===== config.mk =====
export PLATFORM = sky130hd
export DESIGN_NAME = rc4_prga_decrypt_flat
export DESIGN_NICKNAME = d
export VERILOG_FILES = /design/src/rtl/rc4_prga_if.sv /design/src/rtl/rc4_prga_decrypt.sv /design/src/flat_wrapper.sv
export SDC_FILE = /design/constraint.sdc
export NUM_CORES = 1
export LEC_CHECK = 0
export BUFFER_PORTS_ARGS = -buffer_cell sky130_fd_sc_hd__buf_4
export CORE_ASPECT_RATIO = 1.1
export CORE_MARGIN = 2
export CORE_UTILIZATION = 45
export CTS_CLUSTER_SIZE = 10
export DETAILED_ROUTE_END_ITERATION = 16
export GPL_ROUTABILITY_DRIVEN = 0
export PLACE_DENSITY = 0.79
export SYNTH_ARGS = -nofsm -noshare
export SYNTH_HDL_FRONTEND = slang
export SYNTH_SLANG_ARGS = --single-unit
export TNS_END_PERCENT = 20

===== constraint.sdc =====
create_clock -name clk -period 2.9 [get_ports clk]
set_input_delay 0.435 -clock clk [delete_from_list [all_inputs] [get_ports clk]]
set_output_delay 0.435 -clock clk [all_outputs]
set_load 0.01 [all_outputs]

===== src/rtl/rc4_prga_if.sv =====
// Bus bundle between the RC4 PRGA block and its S memory, encrypted ROM and
// decrypted RAM, plus the start/done handshake with the top-level controller.
interface rc4_prga_if #(
    parameter int ADDR_W = 5
) ();
    logic              start;
    logic              done;
    logic [7:0]        s_address;
    logic [7:0]        s_data;
    logic              s_wren;
    logic [7:0]        s_q;
    logic [ADDR_W-1:0] rom_address;
    logic [7:0]        rom_q;
    logic [ADDR_W-1:0] ram_address;
    logic [7:0]        ram_data;
    logic              ram_wren;

    modport master (
        input  start, s_q, rom_q,
        output done, s_address, s_data, s_wren, rom_address,
               ram_address, ram_data, ram_wren
    );

    modport slave (
        output start, s_q, rom_q,
        input  done, s_address, s_data, s_wren, rom_address,
               ram_address, ram_data, ram_wren
    );
endinterface


===== src/rtl/rc4_prga_decrypt.sv =====
// RC4 PRGA over a preloaded S memory: XORs each keystream byte with one
// encrypted ROM byte and writes the plaintext to RAM, 12 cycles per byte.
module rc4_prga_decrypt #(
    parameter int MSG_LEN = 32,
    parameter int ADDR_W  = 5
) (
    input  logic       clk,
    input  logic       reset,
    rc4_prga_if.master bus
);
    localparam logic [3:0] IDLE  = 4'd0;
    localparam logic [3:0] RD_I  = 4'd1;
    localparam logic [3:0] WT_I  = 4'd2;
    localparam logic [3:0] CAP_I = 4'd3;
    localparam logic [3:0] RD_J  = 4'd4;
    localparam logic [3:0] WT_J  = 4'd5;
    localparam logic [3:0] CAP_J = 4'd6;
    localparam logic [3:0] WR_I  = 4'd7;
    localparam logic [3:0] WR_J  = 4'd8;
    localparam logic [3:0] RD_F  = 4'd9;
    localparam logic [3:0] WT_F  = 4'd10;
    localparam logic [3:0] CAP_F = 4'd11;
    localparam logic [3:0] WR_O  = 4'd12;
    localparam logic [3:0] DONE  = 4'd13;

    localparam logic [ADDR_W-1:0] LAST_K = ADDR_W'(MSG_LEN - 1);

    logic [3:0]        state_q, state_d;
    logic [7:0]        i_q, i_d, j_q, j_d;
    logic [ADDR_W-1:0] k_q, k_d;
    logic [7:0]        si_q, si_d, sj_q, sj_d, f_q, f_d, e_q, e_d;

    logic              done_q, done_d;
    logic [7:0]        s_address_q, s_address_d, s_data_q, s_data_d;
    logic              s_wren_q, s_wren_d;
    logic [ADDR_W-1:0] rom_address_q, rom_address_d;
    logic [ADDR_W-1:0] ram_address_q, ram_address_d;
    logic [7:0]        ram_data_q, ram_data_d;
    logic              ram_wren_q, ram_wren_d;

    // Sequencer and RC4 index/value registers.
    always_comb begin
        state_d = state_q;
        i_d     = i_q;
        j_d     = j_q;
        k_d     = k_q;
        si_d    = si_q;
        sj_d    = sj_q;
        f_d     = f_q;
        e_d     = e_q;
        case (state_q)
            IDLE: begin
                if (bus.start) begin
                    i_d     = 8'd1;
                    j_d     = 8'd0;
                    k_d     = '0;
                    state_d = RD_I;
                end else begin
                    state_d = IDLE;
                end
            end
            RD_I:  state_d = WT_I;
            WT_I:  state_d = CAP_I;
            CAP_I: begin
                si_d    = bus.s_q;
                j_d     = j_q + bus.s_q;
                state_d = RD_J;
            end
            RD_J:  state_d = WT_J;
            WT_J:  state_d = CAP_J;
            CAP_J: begin
                sj_d    = bus.s_q;
                state_d = WR_I;
            end
            WR_I:  state_d = WR_J;
            WR_J:  state_d = RD_F;
            RD_F:  state_d = WT_F;
            WT_F:  state_d = CAP_F;
            CAP_F: begin
                f_d     = bus.s_q;
                e_d     = bus.rom_q;
                state_d = WR_O;
            end
            WR_O: begin
                if (k_q == LAST_K) begin
                    state_d = DONE;
                end else begin
                    k_d     = k_q + ADDR_W'(1);
                    i_d     = i_q + 8'd1;
                    state_d = RD_I;
                end
            end
            DONE: begin
                if (bus.start) begin
                    state_d = DONE;
                end else begin
                    state_d = IDLE;
                end
            end
            default: state_d = IDLE;
        endcase
    end

    // Outputs decoded from the next state so the registered copies line up
    // with the state they belong to.
    always_comb begin
        done_d        = 1'b0;
        s_address_d   = 8'd0;
        s_data_d      = 8'd0;
        s_wren_d      = 1'b0;
        rom_address_d = '0;
        ram_address_d = '0;
        ram_data_d    = 8'd0;
        ram_wren_d    = 1'b0;
        case (state_d)
            RD_I, WT_I, CAP_I: s_address_d = i_d;
            RD_J, WT_J, CAP_J: s_address_d = j_d;
            WR_I: begin
                s_address_d = i_d;
                s_data_d    = sj_d;
                s_wren_d    = 1'b1;
            end
            WR_J: begin
                s_address_d = j_d;
                s_data_d    = si_d;
                s_wren_d    = 1'b1;
            end
            RD_F, WT_F, CAP_F: begin
                s_address_d   = si_d + sj_d;
                rom_address_d = k_d;
            end
            WR_O: begin
                ram_address_d = k_d;
                ram_data_d    = f_d ^ e_d;
                ram_wren_d    = 1'b1;
            end
            DONE:    done_d = 1'b1;
            default: done_d = 1'b0;
        endcase
    end

    // State, datapath and output registers; reset aborts any run at once.
    always_ff @(posedge clk or posedge reset) begin
        if (reset) begin
            state_q       <= IDLE;
            i_q           <= 8'd0;
            j_q           <= 8'd0;
            k_q           <= '0;
            si_q          <= 8'd0;
            sj_q          <= 8'd0;
            f_q           <= 8'd0;
            e_q           <= 8'd0;
            done_q        <= 1'b0;
            s_address_q   <= 8'd0;
            s_data_q      <= 8'd0;
            s_wren_q      <= 1'b0;
            rom_address_q <= '0;
            ram_address_q <= '0;
            ram_data_q    <= 8'd0;
            ram_wren_q    <= 1'b0;
        end else begin
            state_q       <= state_d;
            i_q           <= i_d;
            j_q           <= j_d;
            k_q           <= k_d;
            si_q          <= si_d;
            sj_q          <= sj_d;
            f_q           <= f_d;
            e_q           <= e_d;
            done_q        <= done_d;
            s_address_q   <= s_address_d;
            s_data_q      <= s_data_d;
            s_wren_q      <= s_wren_d;
            rom_address_q <= rom_address_d;
            ram_address_q <= ram_address_d;
            ram_data_q    <= ram_data_d;
            ram_wren_q    <= ram_wren_d;
        end
    end

    assign bus.done        = done_q;
    assign bus.s_address   = s_address_q;
    assign bus.s_data      = s_data_q;
    assign bus.s_wren      = s_wren_q;
    assign bus.rom_address = rom_address_q;
    assign bus.ram_address = ram_address_q;
    assign bus.ram_data    = ram_data_q;
    assign bus.ram_wren    = ram_wren_q;
endmodule


===== src/flat_wrapper.sv =====
// flat-port wrapper written by rule: the top's interface ports become plain ports
module rc4_prga_decrypt_flat 
#(
    parameter int MSG_LEN = 32,
    parameter int ADDR_W  = 5
)
  (clk, reset, bus_start, bus_s_q, bus_rom_q, bus_done, bus_s_address, bus_s_data, bus_s_wren, bus_rom_address, bus_ram_address, bus_ram_data, bus_ram_wren);
  rc4_prga_if #(.ADDR_W(ADDR_W)) bus_i ();
  input  logic clk;
  input  logic reset;
  input wire logic [$bits(bus_i.start)-1:0] bus_start;
  input wire logic [$bits(bus_i.s_q)-1:0] bus_s_q;
  input wire logic [$bits(bus_i.rom_q)-1:0] bus_rom_q;
  output wire logic [$bits(bus_i.done)-1:0] bus_done;
  output wire logic [$bits(bus_i.s_address)-1:0] bus_s_address;
  output wire logic [$bits(bus_i.s_data)-1:0] bus_s_data;
  output wire logic [$bits(bus_i.s_wren)-1:0] bus_s_wren;
  output wire logic [$bits(bus_i.rom_address)-1:0] bus_rom_address;
  output wire logic [$bits(bus_i.ram_address)-1:0] bus_ram_address;
  output wire logic [$bits(bus_i.ram_data)-1:0] bus_ram_data;
  output wire logic [$bits(bus_i.ram_wren)-1:0] bus_ram_wren;
  assign bus_i.start = bus_start;
  assign bus_i.s_q = bus_s_q;
  assign bus_i.rom_q = bus_rom_q;
  assign bus_done = bus_i.done;
  assign bus_s_address = bus_i.s_address;
  assign bus_s_data = bus_i.s_data;
  assign bus_s_wren = bus_i.s_wren;
  assign bus_rom_address = bus_i.rom_address;
  assign bus_ram_address = bus_i.ram_address;
  assign bus_ram_data = bus_i.ram_data;
  assign bus_ram_wren = bus_i.ram_wren;
  rc4_prga_decrypt #(.MSG_LEN(MSG_LEN), .ADDR_W(ADDR_W)) u_core (.clk(clk), .reset(reset), .bus(bus_i));
endmodule

; ---- After elaboration in Yosys (flattened, before gate mapping)
; Index checks and enable logic that the tools add are counted.
[word_totals]
regBits = 94
inputBits = 19
word_cells = 77
output_inout_bits = 37
mem_count = 0
latch_bits = 0
mem_bits_rw = 0
romBits = 0
[classes]
muxes = 24
shifts = 0
n_mul = 0
n_bitwise = 1
addsub = 4
eq_ne = 27
n_reduce_logical = 5
n_lt_le_gt_ge = 0
div = 0
[op_table]
columns = operator, n
row1 = two-way mux 8 bit, 8
row2 = one-hot mux 4 bit (14 select lines), 1
row3 = "equality test 4 bit, second input constant", 12
row4 = one-hot mux 8 bit (2 select lines), 3
row5 = "equality test 4 x 3 -> 1 bit, second input constant", 8
row6 = one-hot mux 8 bit (3 select lines), 1
row7 = two-way mux 5 bit, 4
row8 = adder 8 bit, 2
row9 = "equality test 4 x 2 -> 1 bit, second input constant", 4
row10 = one-hot mux 5 bit (2 select lines), 1
row11 = "adder 8 x 1 -> 8 bit, second input constant", 1
row12 = "equality test 4 x 1 -> 1 bit, second input constant", 2
row13 = two-way mux 4 bit, 2
row14 = OR reduction 4 bit, 2
row15 = XOR 8 bit, 1
row16 = "adder 5 x 1 -> 5 bit, second input constant", 1
row17 = "equality test 5 bit, second input constant", 1
row18 = logical NOT 4 bit, 1
row19 = two-way mux 1 bit, 4
row20 = OR reduction 3 bit, 1
row21 = OR reduction 2 bit, 1

; ---- Longest topological paths before layout
[depth]
ltp_word = 6
ltp_mapped = 14
mapped_depth_nobuf = 13

; ---- Worst setup path before layout
; OpenSTA, ideal clock, no wires.
[synth_path]
path_kind = register to register
startpoint = register u_core.state_q[2]
endpoint = register u_core.s_address_q[7] (netlist: u_core.bus.s_address[7])
stages_incl_launch_ff = 13
setup_ps = 139
required_time_ps = 2761
t_arrival_ps = 2680
path_slack_ps = 82
n_path_buf = 2
path_cell_list = dfrtp_1 nand4bb_1 buf_2 buf_2 mux2i_1 inv_1 ha_1 a21oi_1 nor2_1 a2111oi_1 a21oi_1 xor2_1 o221ai_1
[synth_via]
elab_cells_between_ends = 35
classes_between = add/sub (1) / eq/ne (24) / mux (6) / reduce/logical (4)
[synth_rtl]
columns = item, line
row1 = from (decl), rc4_prga_decrypt.sv:28  ; logic [3:0] state_q, state_d;
row2 = from (signal assigned), rc4_prga_decrypt.sv:162  ; state_q <= state_d;
row3 = equality test 4 x 2 -> 1 bit, rc4_prga_decrypt.sv:51  ; case (state_q)
row4 = two-way mux 8 bit, rc4_prga_decrypt.sv:51
row5 = via u_core.si_d[1], rc4_prga_decrypt.sv:31  ; logic [7:0] si_q, si_d, sj_q, sj_d, f_q, f_d, e_q, e_d;
row6 = adder 8 bit, rc4_prga_decrypt.sv:129  ; s_address_d = si_d + sj_d;
row7 = one-hot mux 8 bit (3 select lines), rc4_prga_decrypt.sv:115  ; case (state_d)
row8 = via u_core.s_address_d[7], rc4_prga_decrypt.sv:34  ; logic [7:0] s_address_q, s_address_d, s_data_q, s_data_d;
row9 = to (signal assigned), rc4_prga_decrypt.sv:171  ; s_address_q <= s_address_d;
row10 = to (decl), rc4_prga_decrypt.sv:34
; The timed path passes the listed nets, and every way through them passes these cells.

; ---- Final worst setup path
[layout_path]
startpoint = register u_core.state_q[3]
endpoint = register u_core.s_address_q[5] (netlist: u_core.bus.s_address[5])
[layout_via]
elab_cells_between_ends = 35
classes_between = add/sub (1) / eq/ne (24) / mux (6) / reduce/logical (4)
[layout_rtl]
columns = item, line
row1 = equality test 4 x 3 -> 1 bit, rc4_prga_decrypt.sv:51
row2 = two-way mux 8 bit, rc4_prga_decrypt.sv:51
row3 = via u_core.sj_d[1], rc4_prga_decrypt.sv:31
row4 = adder 8 bit, rc4_prga_decrypt.sv:129
row5 = one-hot mux 8 bit (3 select lines), rc4_prga_decrypt.sv:115
row6 = via u_core.s_address_d[5], rc4_prga_decrypt.sv:34
; The timed path passes the listed nets, and every way through them passes these cells.

==> key figures <==
Clock tree
  • CTS Sinks: 78
  • H-tree depth: 3
  • Number of CTS-inserted buffers: 9
  • Root buf cell: clkbuf_8
  • Clk pin slew, worst setup/hold paths: 0.08 ns
  • Max Buffers Root-to-Sink: 2
  • TritonCTS clock tree: built
  • Clock Latency Late Sink: 0.36 ns

Drt
  • DRC errors left: 0
  • DRT iter0 DRCs: 183
  • Met3 WL post-DR: 342 µm
  • DR pass1 iterations: 4
  • Top layer reached by signal wires: met4
  • Routed len/inst: 15.8 µm
  • Final ANT Viol Nets: 0
  • WL met2: 4280 µm
  • Vias: 2973
  • Vias/cell: 5.50
  • WL met1: 3590 µm
  • WL final: 8530 µm

Logic synthesis
  • Mapped Nets: 397
  • FFs w/ async S/R, synth: 100%
  • Post-Syn Area: 3820 µm²
  • Top cell type's share of synthesized area: 51.0%
  • Largest area contributor in the netlist: dfrtp_1
  • Ranking of synthesized cells by area: dfrtp_1 51%, ha_1 5.2%, xnor2_1 3.9%
  • Seq/Total Area, Yosys: 51.0%
  • Synth cell types: 58
  • Post-synthesis register bit count: 78
  • Gate count of the mapped netlist: 360
  • YS warnings: 0
  • Most used DFF post-synth: dfrtp_1
  • Syn avg cell area: 10.6 µm²
  • Post-synth EDFFs: 0

Global route
  • Grt total ovfl: 0
  • GRT Resource Usage Total: 19.8%
  • Largest net degree at the start of global routing: 79
  • First-pass GRT wire length: 14200 µm
  • Vias in the first global route: 2850
  • Initial antenna violation count: 0

Setup path
  • Register-to-Register Setup Slack: 0.14 ns
  • CP required: 3.13 ns
  • WP data arrival: 2.99 ns
  • Launch point of the worst reg-to-reg path: u_core.state_q[3]$_DFF_PP0_
  • CP Capture Type: flop
  • Setup crit start kind: flop
  • Reg2reg end: u_core.bus.s_address[5]$_DFF_PP0_
  • Reg2Reg Depth: 10
  • Crit-path max FO: 7
  • Critical Setup Path Class: reg -> reg
  • Critical Path Source: u_core.state_q[3]$_DFF_PP0_
  • Worst Setup EP: u_core.bus.s_address[5]$_DFF_PP0_

Finish
  • Fin cells: 541
  • Antenna cells: 0
  • Final net count: 463
  • Final Core Density: 56.2%
  • Synthesis-to-layout area growth: 22.3%
  • Most frequent cells in the layout: 78 x dfrtp_1, 65 x buf_4, 36 x nor2_1
  • Most common cell after layout, fill and taps aside: dfrtp_1
  • Number of fill cells in the layout: 715
  • Layout cell share with drive strength beyond 1: 25.3%

Power
  • P per Cell Area: 1080 nW/µm²
  • Maximum vdd drop: 0.000396 V
  • Internal power: 3080 µW
  • NetSw: 1970 µW
  • Part of the power in the clock network: 18.2%
  • Sequential share of power: 31.6%
  • Comb pwr share: 50.2%
  • Sw Share: 39.1%
  • Leakage: 0.00233 µW

Floorplanning
  • I/O pins: 56
  • Starting density of the core: 46.0%
  • Die Ht: 101 µm
  • Full die area: 9250 µm²
  • Die width: 91.9 µm
  • Row cnt: 35
  • Total core area: 8320 µm²

Placed design
  • Post-DP HPWL: 6090 µm
  • Placed insts: 522
  • Port buffer count: 55

STA
  • Period utilization: 95.0%
  • Max Freq: 363 MHz
  • Hold WS: 0.165 ns
  • Number of hold violations in the final report: 0
  • Period minus WS final: 2.76 ns
  • Relative slew slack: 55.5%
  • Worst-Margin Slew: 0.665 ns
  • Final count of negative-setup-slack endpoints: 0
  • Final Slew Violations: 0
  • Setup TNS: 0 ns
  • Worst Skew: 0.00829 ns
  • RSZ-0062 raised after global routing: no

Run status
  • Outcome: complete, no violations

Job
  • Max_cap viols: 0

Min path
  • Worst hold path class: in -> async
-- worst min-delay path by stage --
stage / startpoint / end / cells after the start / slack, ns
after detailed placement: u_core.i_q[7]$_DFF_PP0_ / u_core.i_q[7]$_DFF_PP0_ / 1 / 0.48
after floorplan: u_core.i_q[7]$_DFF_PP0_ / u_core.i_q[7]$_DFF_PP0_ / 1 / 0.45
after global routing: reset / u_core.bus.s_wren$_DFF_PP0_ / 3 / 0.22
after CTS: reset / u_core.bus.ram_data[1]$_DFF_PP0_ / 3 / 0.18
final: reset / u_core.bus.ram_data[7]$_DFF_PP0_ / 3 / 0.16
after global placement: u_core.i_q[7]$_DFF_PP0_ / u_core.i_q[7]$_DFF_PP0_ / 1 / 0.47
-- layout make-up --
cell class / instances / area (µm²) / area share [%]
flip-flops and latches: 78 / 1950 / 41.7
multi-input cells: 252 / 1750 / 37.5
repair buffers: 70 / 553 / 11.8
clock buffers: 12 / 155 / 3.32
well taps: 111 / 139 / 2.97
clock inverters: 3 / 67.6 / 1.45
inverters: 15 / 56.3 / 1.20
-- what timing repair did --
action                     4_1_cts  5_1_grt
setup endpoints to repair        2        4
cloned                           0        0
resized for setup                1        9
hold buffers                     0        0
buffers inserted                 0        4
-- state kept, by name, summed over array words and instances (netlist names), 8 cells and up --
register              cells
u_core.sj_q               8
u_core.bus.ram_data       8
u_core.j_q                8
u_core.i_q                8
u_core.bus.s_address      8
u_core.si_q               8
u_core.bus.s_data         8
-- metal layers --
metal | global-route usage, % | vias up
met1 | 25.4 | 1455
met2 | 32.0 | 97
met4 | 12.9 | 0
li1 | - | 1398
met5 | 0 | -
met3 | 2.69 | 23
-- power groups by stage --
stage                     registers (µW)  clock network, µW  logic [µW]
after global placement              1590                  0        2310
after detailed placement            1610                  0        2410
after global routing                1640                977        2820
after floorplan                     1620                  0        1710
after CTS                           1590                926        2440
final                               1600                917        2530
-- logic make-up after synthesis --
family / after synthesis / share of synthesized area (%)
adder cells (fa/ha/maj): 18 / 6.28
multiplexers: 18 / 4.97
buffers and inverters: 30 / 3.57
flip-flops: 78 / 51.0
AO/OA/AOI/OAI: 76 / 14.1
AND/OR/NAND/NOR: 121 / 15.7
XOR/XNOR: 19 / 4.35
-- synthesized netlist by cell type, types with 3 or more instances --
| master | n |
|---|---|
| dfrtp_1 | 78 |
| nand2_1 | 36 |
| nor2_1 | 36 |
| nand3_1 | 17 |
| xnor2_1 | 17 |
| ha_1 | 16 |
| inv_1 | 14 |
| a21oi_1 | 12 |
| o21ai_0 | 11 |
| buf_2 | 10 |
| mux2i_1 | 10 |
| mux2_2 | 8 |
| a21o_1 | 7 |
| nor3_1 | 6 |
| and2_1 | 5 |
| o211ai_1 | 5 |
| a221o_1 | 4 |
| nand4_1 | 4 |
| o21ai_1 | 4 |
| a21boi_0 | 3 |
| and3_1 | 3 |
| nor2b_1 | 3 |
| o21a_1 | 3 |
| o21bai_1 | 3 |
| o31ai_1 | 3 |
-- worst max-delay path, cell delays in order, from the launching register on --
cell and delay, ns:
dfrtp_1 0.39, and4bb_4 0.42, mux2_2 0.38, ha_1 0.29, a21oi_1 0.20, nor2_1 0.09
a2111oi_2 0.40, buf_4 0.18, xnor2_1 0.05, a22oi_1 0.14, o21ai_1 0.09
-- per-stage QoR --
| stage | instance area, µm² | setup slack [ns] | power (µW) |
|---|---|---|---|
| 4_1_cts | 4620 | 0.0383 | 4960 |
| 6_report | 4680 | 0.144 | 5050 |
| 2_1_floorplan | 3820 | 0.0815 | 3320 |
| 3_5_place_dp | 4390 | 0.0146 | 4010 |
| 5_1_grt | 4680 | 0.00225 | 5430 |
| 3_3_place_gp | 4390 | 0.126 | 3900 |
(Power assumes the default switching activity.)
